==> src/rtl/hid_inject_arbiter_if.sv <==
// hid_inject_arbiter_if: live host, injected and merged report streams with their handshakes
interface hid_inject_arbiter_if #(parameter int RPT_W = 64);
   logic [RPT_W-1:0] host_report;
   logic             host_valid;
   logic             host_drop;
   logic [RPT_W-1:0] inj_report;
   logic             inj_valid;
   logic             inj_ready;
   logic [RPT_W-1:0] out_report;
   logic             out_valid;
   logic             out_ready;
   modport master (output host_report, host_valid, inj_report, inj_valid, out_ready,
                   input host_drop, inj_ready, out_report, out_valid);
   modport slave (input host_report, host_valid, inj_report, inj_valid, out_ready,
                  output host_drop, inj_ready, out_report, out_valid);
endinterface

==> src/rtl/hid_inject_arbiter.sv <==
// hid_inject_arbiter: merges live host HID reports with FIFO-buffered injections and auto-release.
// Define INJECT_STATS_EN to build the saturating inj_count/drop_count counters.
module hid_inject_arbiter #(
   parameter int               RPT_W       = 64,
   parameter int               FIFO_DEPTH  = 4,
   parameter int               RELEASE_DLY = 6000,
   parameter logic [RPT_W-1:0] PRESS_MASK  = {RPT_W{1'b1}}
) (
   input  logic                 clk,
   input  logic                 rst_n,
   hid_inject_arbiter_if.slave  bus,
   output logic [15:0]          inj_count,
   output logic [15:0]          drop_count
);
   localparam int AW = $clog2(FIFO_DEPTH);
   localparam int TW = RELEASE_DLY > 1 ? $clog2(RELEASE_DLY + 1) : 1;
   typedef enum logic [2:0] {IDLE, OUT_INJ, WAIT_REL, OUT_REL, OUT_HOST} state_t;
   state_t           state, state_nx;
   logic [RPT_W-1:0] fifo [FIFO_DEPTH];
   logic [AW:0]      wr_ptr, rd_ptr;
   logic [RPT_W-1:0] hold;
   logic             hold_vld;
   logic [TW-1:0]    tmr;
   logic             empty, full, push, pop, hs, tmr_zero, press, take_host, drop_nx;
   assign empty         = wr_ptr == rd_ptr;
   assign full          = wr_ptr == {~rd_ptr[AW], rd_ptr[AW-1:0]};
   assign push          = bus.inj_valid && !full;
   assign bus.inj_ready = !full;
   assign hs            = bus.out_valid && bus.out_ready;
   assign tmr_zero      = tmr == '0;
   assign press         = |(bus.out_report & PRESS_MASK) && RELEASE_DLY != 0;
   always_ff @(posedge clk or negedge rst_n)
      if (!rst_n) state <= IDLE;
      else state <= state_nx;
   always_comb begin
      state_nx = state;
      case (state)
         IDLE:     state_nx = !empty ? OUT_INJ : hold_vld ? OUT_HOST : IDLE;
         WAIT_REL: state_nx = !empty ? OUT_INJ : tmr_zero ? OUT_REL : WAIT_REL;
         OUT_INJ:  if (hs) state_nx = press ? WAIT_REL : IDLE;
         default:  if (hs) state_nx = IDLE;
      endcase
   end
   // A held host report is never selected while a release is pending; it waits for IDLE.
   always_comb begin
      bus.out_valid = state == OUT_INJ || state == OUT_REL || state == OUT_HOST;
      pop           = (state == IDLE || state == WAIT_REL) && !empty;
      take_host     = state == IDLE && empty && hold_vld;
      drop_nx       = bus.host_valid && (state == WAIT_REL || (hold_vld && !take_host));
   end
   always_ff @(posedge clk)
      if (push) fifo[wr_ptr[AW-1:0]] <= bus.inj_report;
   always_ff @(posedge clk or negedge rst_n)
      if (!rst_n) begin
         wr_ptr         <= '0;
         rd_ptr         <= '0;
         hold           <= '0;
         hold_vld       <= 1'b0;
         tmr            <= '0;
         bus.out_report <= '0;
         bus.host_drop  <= 1'b0;
      end else begin
         if (push) wr_ptr <= wr_ptr + 1'b1;
         if (pop) rd_ptr <= rd_ptr + 1'b1;
         if (bus.host_valid && state != WAIT_REL) begin
            hold     <= bus.host_report;
            hold_vld <= 1'b1;
         end else if (take_host) hold_vld <= 1'b0;
         bus.host_drop <= drop_nx;
         if (state == OUT_INJ && hs && press) tmr <= TW'(RELEASE_DLY);
         else if (state == WAIT_REL && !tmr_zero) tmr <= tmr - 1'b1;
         if (pop) bus.out_report <= fifo[rd_ptr[AW-1:0]];
         else if (state == WAIT_REL && tmr_zero) bus.out_report <= '0;
         else if (take_host) bus.out_report <= hold;
      end
`ifdef INJECT_STATS_EN
   always_ff @(posedge clk or negedge rst_n)
      if (!rst_n) begin
         inj_count  <= '0;
         drop_count <= '0;
      end else begin
         if (state == OUT_INJ && hs && inj_count != 16'hFFFF) inj_count <= inj_count + 1'b1;
         if (bus.host_drop && drop_count != 16'hFFFF) drop_count <= drop_count + 1'b1;
      end
`else
   assign inj_count  = '0;
   assign drop_count = '0;
`endif
endmodule

==> src/flat_wrapper.sv <==
// flat-port wrapper written by rule: the top's interface ports become plain ports
module hid_inject_arbiter_flat 
#(
   parameter int               RPT_W       = 64,
   parameter int               FIFO_DEPTH  = 4,
   parameter int               RELEASE_DLY = 6000,
   parameter logic [RPT_W-1:0] PRESS_MASK  = {RPT_W{1'b1}}
)
  (clk, rst_n, inj_count, drop_count, bus_host_report, bus_host_valid, bus_inj_report, bus_inj_valid, bus_out_ready, bus_host_drop, bus_inj_ready, bus_out_report, bus_out_valid);
  hid_inject_arbiter_if #(.RPT_W(RPT_W)) bus_i ();
  input  logic clk;
  input  logic rst_n;
  output logic [15:0] inj_count;
  output logic [15:0] drop_count;
  input wire logic [$bits(bus_i.host_report)-1:0] bus_host_report;
  input wire logic [$bits(bus_i.host_valid)-1:0] bus_host_valid;
  input wire logic [$bits(bus_i.inj_report)-1:0] bus_inj_report;
  input wire logic [$bits(bus_i.inj_valid)-1:0] bus_inj_valid;
  input wire logic [$bits(bus_i.out_ready)-1:0] bus_out_ready;
  output wire logic [$bits(bus_i.host_drop)-1:0] bus_host_drop;
  output wire logic [$bits(bus_i.inj_ready)-1:0] bus_inj_ready;
  output wire logic [$bits(bus_i.out_report)-1:0] bus_out_report;
  output wire logic [$bits(bus_i.out_valid)-1:0] bus_out_valid;
  assign bus_i.host_report = bus_host_report;
  assign bus_i.host_valid = bus_host_valid;
  assign bus_i.inj_report = bus_inj_report;
  assign bus_i.inj_valid = bus_inj_valid;
  assign bus_i.out_ready = bus_out_ready;
  assign bus_host_drop = bus_i.host_drop;
  assign bus_inj_ready = bus_i.inj_ready;
  assign bus_out_report = bus_i.out_report;
  assign bus_out_valid = bus_i.out_valid;
  hid_inject_arbiter #(.RPT_W(RPT_W), .FIFO_DEPTH(FIFO_DEPTH), .RELEASE_DLY(RELEASE_DLY), .PRESS_MASK(PRESS_MASK)) u_core (.clk(clk), .rst_n(rst_n), .bus(bus_i), .inj_count(inj_count), .drop_count(drop_count));
endmodule
==> config.mk <==
export PLATFORM = sky130hd
export DESIGN_NAME = hid_inject_arbiter_flat
export DESIGN_NICKNAME = d
export VERILOG_FILES = /design/src/rtl/hid_inject_arbiter_if.sv /design/src/rtl/hid_inject_arbiter.sv /design/src/flat_wrapper.sv
export SDC_FILE = /design/constraint.sdc
export NUM_CORES = 1
export LEC_CHECK = 0
export CORE_ASPECT_RATIO = 1.2
export CORE_MARGIN = 2
export CORE_UTILIZATION = 45
export DETAILED_ROUTE_END_ITERATION = 10
export GPL_TIMING_DRIVEN = 0
export MAX_ROUTING_LAYER = met4
export PLACE_DENSITY = 0.7
export SLEW_MARGIN = 20
export SYNTH_ARGS = -nofsm -noshare
export SYNTH_HDL_FRONTEND = slang
export SYNTH_SLANG_ARGS = --single-unit
==> constraint.sdc <==
create_clock -name clk -period 7.2 [get_ports clk]
set_input_delay 2.16 -clock clk [delete_from_list [all_inputs] [get_ports clk]]
set_output_delay 2.16 -clock clk [all_outputs]
set_load 0.03 [all_outputs]
# Yosys cells after proc, flatten, opt, wreduce, memory -nomap -nowiden
# Memories as Yosys holds them, arrays and structs flattened.
# Index checks and enable logic that the tools add are counted.
# totals
regBits	152
mem_count	1
ramBits	256
inputBits	133
out_inout_bits	99
# memory_table
name	depth	width	rd	rd_clocked_by_memory_dff	write_ports	line_no	text
u_core.fifo	4	64	1	0	1	hid_inject_arbiter.sv:19	logic [RPT_W-1:0] fifo [FIFO_DEPTH];
# classes
add_sub_neg	3
bitwise	1
eq_ne	8
n_mux	17
n_reduce_logical	28
# op_table
cell	n
two-way mux 64 bit	3
OR reduction 64 bit	1
two-way mux 13 bit	2
two-way mux 3 bit	5
logical NOT 13 bit	1
subtractor 13 x 1 -> 13 bit (second input constant)	1
logical AND 1 bit	12
case mux 3 bit (3 select lines)	1
adder 3 x 1 -> 3 bit (second input constant)	2
== test 3 x 2 -> 1 bit (second input constant)	2
== test 3 bit	2
nonzero test 3 bit	2
two-way mux 1 bit	5
logical NOT 1 bit	4
logical OR 1 bit	4
nonzero test 2 bit	2
== test 3 x 1 -> 1 bit (second input constant)	1
== test 3 bit (second input constant)	1
logical NOT 3 bit	1
!= test 3 x 2 -> 1 bit (second input constant)	1
two-way mux 2 bit	1
!= test 2 x 1 -> 1 bit (second input constant)	1
AND reduction 2 bit	1
NOT 1 bit	1

# Depth between registers and ports, before layout
# Gate-level depths: netlist of run 1.
# logic_depth
word_depth	7
depth_mapped	8

# Least setup slack after synthesis of run 1
# OpenSTA, ideal clock, no wires.
# synth_path
kind	input-to-reg
start	input port bus_inj_valid
end	memory u_core.fifo[3][0], enable pin
stages	2
n_path_buf	0
arrival_time_ns	3.950
setup_time_ns	0.430
path_slack_ns	2.819
cell_sequence	o31a_1 -> and2_1
# synth_via
elab_chain_len	3
# synth_rtl
item	line_no	text
from (decl)	flat_wrapper.sv:18	input wire logic [$bits(bus_i.inj_valid)-1:0] bus_inj_valid;
logical AND 1 bit	hid_inject_arbiter.sv:27	assign push = bus.inj_valid && !full;
two-way mux 1 bit	hid_inject_arbiter.sv:52	if (push) fifo[wr_ptr[AW-1:0]] <= bus.inj_report;
two-way mux 1 bit (not written as such)	hid_inject_arbiter.sv:52	
to (decl)	hid_inject_arbiter.sv:19	
# Every way passes these cells.

# Worst setup path after layout of run 1
# layout_path
start	register u_core.rd_ptr[1]
end	output port bus_inj_ready
# layout_via
elab_chain_len	2
# layout_rtl
item	line_no	text
from (decl)	hid_inject_arbiter.sv:20	logic [AW:0] wr_ptr, rd_ptr;
from (signal assigned)	hid_inject_arbiter.sv:64	if (pop) rd_ptr <= rd_ptr + 1'b1;
== test 3 bit	hid_inject_arbiter.sv:26	assign full = wr_ptr == {~rd_ptr[AW], rd_ptr[AW-1:0]};
logical NOT 1 bit	hid_inject_arbiter.sv:28	assign bus.inj_ready = !full;
to (decl)	flat_wrapper.sv:21	output wire logic [$bits(bus_i.inj_ready)-1:0] bus_inj_ready;
# Every way passes these cells.

==> summary.md, run 1 <==
| Metric | Value |
|---|---|
| Antenna Nets Post-Route | 0 |
| Synth area leaders | edfxtp_1 (45%), dfrtp_1 (22%), mux4_2 (8.5%) |
| Worst-path clk slew | 60 ps |
| Die width | 181 um |
| Vias | 9979 |
| Asr flop ratio synth | 37.3% |
| Util after Layout | 57.1% |
| Area Overhead vs Synth | 24.5% |
| Hold crit path type | reg2reg |
| Drt first pass iters | 4 |
| Final Max Slew Viols | 0 |
| Min Tclk post-route | 4550 ps |
| Worst R2R Setup Slack | 4370 ps |
| Worst-margin pin slew | 1030 ps |
| Initial Util | 45.8% |
| Clk_skew | 15.5 ps |
| Synthesized area | 0.0170 mm2 |
| FMAX | 220 MHz |
| Largest net degree at the start of global routing | 67 |
| Num rows | 77 |
| # hold bufs at CTS | 0 |
| Status | finished, final reports clean |
| Die Area | 0.0392 mm2 |
| RSZ-0062 raised after global routing | no |
| Synth top area share | 45.3% |
| Buffers on Ports | 199 |
| Sequential area share after synthesis | 67.8% |
| Post-route DRC | 0 |
| First-pass GRT wire length | 61000 um |
| Number of synthesized register bits | 408 |
| Pwr dens | 264 mW/mm2 |
| Post-CTS Resized | 0 |
| Crit-path max FO | 8 |
| Final period util | 63.3% |
| Clk sink count | 408 |
| Root Driver | clkbuf_16 |
| Synthesized area per cell | 16.4 um2 |
| CP endpoint kind | output port |
| Grt ovf | 0 |
| EDFF count, synth | 256 |
| Main synth FF type | edfxtp_1 |
| Rel. slew slack | 30.9% |
| Layout net count | 1451 |
| Io pins | 232 |
| Cell variety after synth | 56 |
| Core footprint | 0.0370 mm2 |
| Drt initial violations | 581 |
| Max Cap Viol | 0 |
| Htree depth | 2 |
| Final Hold Fails | 0 |
| Synth area leader | edfxtp_1 |
| Worst-skew pair later-pin latency | 530 ps |
| Detailed Route WL | 39900 um |
| Arr. time, crit path | 2390 ps |
| Lkg Pwr | 7.75 nW |
| Placer Congestion | 0.830 |
| CTS tree | yes |
| Initial antenna violation count | 5 |
| Via-to-Cell Ratio | 5.48 |
| CP required | 5040 ps |
| HPWL Detailed | 27700 um |
| Share of cells above drive strength 1 | 21.8% |
| Max IR drop VDD | 0.000208 V |
| Num CTS Buffers | 41 |
| GRT Util Overall | 21.0% |
| Endpoints failing setup | 0 |
| WHS | 508 ps |
| Kind of critical path | reg2out |
| Die Ht | 217 um |
| Clk buf depth | 3 |
| Nature of the critical path startpoint | flop |
| Ys Warns | 0 |
| Syn Inst Count | 1033 |
| DR WL/cell | 21.9 um |
| Vias in the first global route | 10400 |
| Postcts setup bufs | 0 |
worst max-delay path, cell delays in order, from the launching register on:
cell and delay, ps:
dfrtp_1 430, xor2_1 520, or3_1 240, clkdlybuf4s50_1 680
where the power goes:
group	total, mW	internal [mW]	switching [mW]
clock network	2.05	1.20	0.856
registers	2.94	2.86	0.0810
logic	0.576	0.240	0.336
total	5.56	4.29	1.27
path summary, 6_finish.rpt:
path / depth (start not counted) / startpoint / to
worst max-delay path: 3 / u_core.rd_ptr[1] / bus_inj_ready
worst min-delay path: 1 / u_core.hold[29] / u_core.hold[29]
worst max register to register: 5 / u_core.bus.out_report[36] / u_core.tmr[6]
worst min register to register: 1 / u_core.hold[29] / u_core.hold[29]
max in group asynchronous: 3 / rst_n / u_core.hold[27]
min in group asynchronous: 1 / rst_n / u_core.hold[56]
cells by family (layout without fill, tap and decap cells):
logic type      after synthesis  count (layout)  synth area share [%]
buf+inv                     106             384                  3.79
flops                       408             408                  67.8
compound gates              168             168                  7.85
mux                         130             130                  12.9
other cells                   1              37                0.0221
xor+xnor                      8               8                 0.413
simple gates                206             206                  6.83
fa+ha+maj                     6               6                 0.443
routing by layer:
| layer | part of all wire (%) | track usage (%) | vias to the layer above |
|---|---|---|---|
| li1 | - | - | 4550 |
| met1 | 41 | 25.8 | 5067 |
| met2 | 51 | 35.8 | 307 |
| met3 | 5.2 | 3.50 | 55 |
| met4 | 2.2 | 6.42 | 0 |
| met5 | 0 | - | - |
sequential cells by signal (all words and copies together) (netlist names):
register               flops
u_core.bus.host_drop       1
u_core.bus.out_report     64
u_core.fifo              256
u_core.hold               64
u_core.hold_vld            1
u_core.rd_ptr              3
u_core.state               3
u_core.tmr                13
u_core.wr_ptr              3
Yosys cell counts (all sizes together), types with 5 or more instances:
| cell | count |
|---|---|
| inv | 7 |
| or4 | 9 |
| nor4 | 20 |
| or3 | 5 |
| o21ai | 9 |
| a211oi | 64 |
| nand2 | 9 |
| buf | 81 |
| dfrtp | 152 |
| clkbuf | 18 |
| nand4 | 6 |
| xor2 | 5 |
| and2 | 68 |
| o211ai | 5 |
| edfxtp | 256 |
| mux2 | 65 |
| mux4 | 64 |
| o22a | 64 |
| ha | 6 |
| nor2 | 69 |
| nor3 | 5 |
through the flow:
step	cell area, um2	std cells	setup TNS, ps	power [mW]	setup slack [ps]
floorplan	17100	1064	0	3.29	2820
global placement	19700	1737	-391500	3.53	-2600
detailed placement	19800	1743	0	3.57	2940
CTS	21100	1816	0	5.62	2630
global route	21100	1821	0	5.78	2550
finish	21100	1821	0	5.56	2650
layout by cell type, fill, tap and decap left out, drive strengths merged, types with 3 or more instances in the layout:
cell | Yosys | routed
nor3 | 5 | 5
bufinv | 0 | 3
conb | 1 | 32
nor4 | 20 | 20
nand3 | 4 | 4
dfrtp | 152 | 152
clkbuf | 18 | 74
clkdlybuf4s50 | 0 | 198
a22oi | 4 | 4
edfxtp | 256 | 256
or3 | 5 | 5
buf | 81 | 88
a21oi | 3 | 3
nor2 | 69 | 69
mux2 | 65 | 65
mux4 | 64 | 64
diode | 0 | 5
ha | 6 | 6
o211ai | 5 | 5
a211oi | 64 | 64
xnor2 | 3 | 3
o21ai | 9 | 9
nand2 | 9 | 9
o22a | 64 | 64
o31ai | 4 | 4
or4 | 9 | 9
xor2 | 5 | 5
nand4 | 6 | 6
clkinv | 0 | 13
inv | 7 | 7
and2 | 68 | 68
area by class of cell:
type	count	area, um2
flip-flops and latches	408	11500
repair buffers	205	2140
clock inverters	17	156
multi-input cells	550	4950
plain buffers	99	616
inverters	7	26.3
well taps	474	593
fillers	2963	15900
diodes	5	12.5
clock buffers	56	1120
Power figures use the tool's default switching activity.
==> run 2, diff against run 1 <==
==> constraint.sdc (replaced) <==
create_clock -name clk -period 4.63 [get_ports clk]
set_input_delay 1.389 -clock clk [delete_from_list [all_inputs] [get_ports clk]]
set_output_delay 1.389 -clock clk [all_outputs]
set_load 0.03 [all_outputs]
==> results of run 2 <==
Same layout as run 1 (identical final DEF). Status: finished, final reports clean.
Among the figures that moved: setup slack after placement 2940 ps -> 1140 ps; setup slack after layout 2650 ps -> 847 ps; register-to-register setup slack 4370 ps -> 1800 ps; total power 5.56 mW -> 8.65 mW; worst IR drop on VDD 0.000208 V -> 0.000323 V
==> run 3, diff against run 2 <==
==> constraint.sdc (replaced) <==
create_clock -name clk -period 3.54 [get_ports clk]
set_input_delay 1.062 -clock clk [delete_from_list [all_inputs] [get_ports clk]]
set_output_delay 1.062 -clock clk [all_outputs]
set_load 0.03 [all_outputs]
==> summary.md, run 3 (synthesis results as in run 1) <==
| Metric | Value |
|---|---|
| Status | finished, final reports clean |
| Most frequent cells in the layout | edfxtp_1 (256), clkdlybuf4s50_1 (198), dfrtp_1 (152) |
| Worst-path clk slew | 60 ps (about the same) |
| CP Cell Sequence | xor2_1 > or3_1 > clkdlybuf4s50_1 |
| DR WL/cell | 21.9 um (+0.12%) |
| GRT Util Overall | 21.0% (unchanged) |
| Final Max Slew Viols | 0 (unchanged) |
| RSZ-0062 raised after global routing | no |
| Antenna Nets Post-Route | 0 (unchanged) |
| First-pass GRT wire length | 61000 um (unchanged) |
| Initial antenna violation count | 5 (unchanged) |
| CP required | 2480 ps |
| Share of cells above drive strength 1 | 21.8% (+0.075 points) |
| Buffers on Ports | 199 (unchanged) |
| Rel. slew slack | 30.8% (-0.096 points) |
| Nature of the critical path startpoint | flop |
| Most common cell after layout, fill and taps aside | edfxtp_1 |
| FMAX | 292 MHz |
| CP max stage delay | 680 ps (about the same) |
| Layout net count | 1451 (unchanged) |
| CP top delay family | buffers and inverters |
| Lkg Pwr | 7.75 nW (about the same) |
| Clk_skew | 15.7 ps (+0.160 ps) |
| Vias | 9971 (-0.080%) |
| Placer Congestion | 0.830 (unchanged) |
| Via-to-Cell Ratio | 5.48 (about the same) |
| Num CTS Buffers | 41 (unchanged) |
| Crit-path slowest cell | clkdlybuf4s50_1 |
| Post-route DRC | 0 (unchanged) |
| R2r worst-path depth | 5 (unchanged) |
| Die width | 181 um (unchanged) |
| Drt initial violations | 576 (-0.86%) |
| Largest register FFs | 256 (unchanged) |
| CP endpoint kind | output port |
| Multi-input logic area | 0.00496 mm2 (+0.15%) |
| Hold crit path type | in2async |
| # hold bufs at CTS | 0 (unchanged) |
| Clk buf depth | 3 (unchanged) |
| Die Ht | 217 um (unchanged) |
| Final period util | 96.8% |
| CTS tree | yes |
| Switching Fraction | 22.9% |
| Largest net degree at the start of global routing | 67 (unchanged) |
| Max Cap Viol | 0 (unchanged) |
| Worst-skew pair later-pin latency | 530 ps (about the same) |
| Clock power frac | 36.9% (about the same) |
| Kind of critical path | reg2out |
| Initial Util | 45.8% (unchanged) |
| Htree depth | 2 (unchanged) |
| Min Tclk post-route | 3430 ps |
| Drt first pass iters | 5 (+1) |
| Stages on worst setup path | 3 (unchanged) |
| Clk sink count | 408 (unchanged) |
| Worst-margin pin slew | 1030 ps (+1.43 ps) |
| Area after DPL | 0.0198 mm2 (unchanged) |
| FF-to-FF Start | u_core.bus.out_report[36] |
| Crit-path max FO | 8 (unchanged) |
| Area Overhead vs Synth | 24.6% (about the same) |
| Bufs and invs on worst path | 1 (unchanged) |
| Core footprint | 0.0370 mm2 (unchanged) |
| Arr. time, crit path | 2360 ps (-30 ps) |
| Filler cells | 2963 (unchanged) |
| Num rows | 77 (unchanged) |
| Die Area | 0.0392 mm2 (unchanged) |
| Crit path from | u_core.wr_ptr[0] |
| WHS | 402 ps (-105 ps) |
| Finished Cell Area | 0.0211 mm2 (about the same) |
| Grt ovf | 0 (unchanged) |
| Io pins | 232 (unchanged) |
| HPWL Detailed | 27700 um (unchanged) |
| P_sw | 2.59 mW |
| Pwr dens | 536 mW/mm2 |
| Total internal power | 8.73 mW |
| Combinational group share of total power | 10.4% (about the same) |
| Root Driver | clkbuf_16 |
| Endpoints failing setup | 0 (unchanged) |
| Reg area | 0.0115 mm2 (unchanged) |
| Max IR drop VDD | 0.000423 V |
| Detailed Route WL | 39900 um (+0.12%) |
| Vias in the first global route | 10400 (unchanged) |
| Final Hold Fails | 0 (unchanged) |
| Seq pwr share | 52.8% (about the same) |
==> run 3: layout make-up <==
class                           count  area share (%)
Antenna cell                        5          0.0593
Buffer                             99            2.92
Clock buffer                       56            5.31
Clock inverter                     17           0.741
Inverter                            7           0.124
Multi-Input combinational cell    550            23.5
Sequential cell                   408            54.4
Tap cell                          474            2.81
Timing Repair Buffer              205            10.1
==> run 3: worst paths after layout <==
| check | end | slack (ps) |
|---|---|---|
| setup / recovery | bus_inj_ready | 110 |
| hold / removal | u_core.hold[56] | 400 |
| setup reg to reg | u_core.tmr[6] | 710 |
| hold reg to reg | u_core.hold[29] | 510 |
| max in group asynchronous | u_core.hold[27] | 2220 |
| min in group clk | u_core.hold[29] | 510 |
==> run 3: per-stage QoR <==
step | setup WS (ps) | instances | total power [mW] | util [%] | TNS, ps
final | 115 | 1821 | 11.3 | 57.1 | 0
after global routing | 34.0 | 1821 | 11.7 | 57.1 | 0
after CTS | 65.0 | 1816 | 11.4 | 57.0 | 0
after detailed placement | 374 | 1743 | 7.27 | 53.6 | 0
after global placement | -5160 | 1737 | 7.19 | 53.1 | -1179640
after floorplan | 257 | 1064 | 6.69 | - | 0
==> run 3: power groups by stage <==
| stage | sequential [mW] | clock, mW | combinational (mW) |
|---|---|---|---|
| global placement | 6.11 | 0 | 1.08 |
| CTS | 5.98 | 4.25 | 1.20 |
| global route | 6.03 | 4.45 | 1.27 |
| detailed placement | 6.07 | 0 | 1.20 |
| finish | 5.97 | 4.18 | 1.17 |
| floorplan | 6.04 | 0 | 0.643 |
==> run 3: what timing repair did <==
action,in CTS,in global routing
endpoints found under the setup margin,0,1
gates resized for setup,0,1
endpoints found under the hold margin,0,0
buffers inserted,0,0
==> run 3: per-layer routing <==
| metal | vias to the layer above | share of wire [%] | global-route usage [%] |
|---|---|---|---|
| met5 | - | 0 | - |
| li1 | 4546 | - | - |
| met4 | 0 | 2.2 | 6.42 |
| met3 | 55 | 5.0 | 3.50 |
| met1 | 5067 | 42 | 25.8 |
| met2 | 303 | 51 | 35.8 |
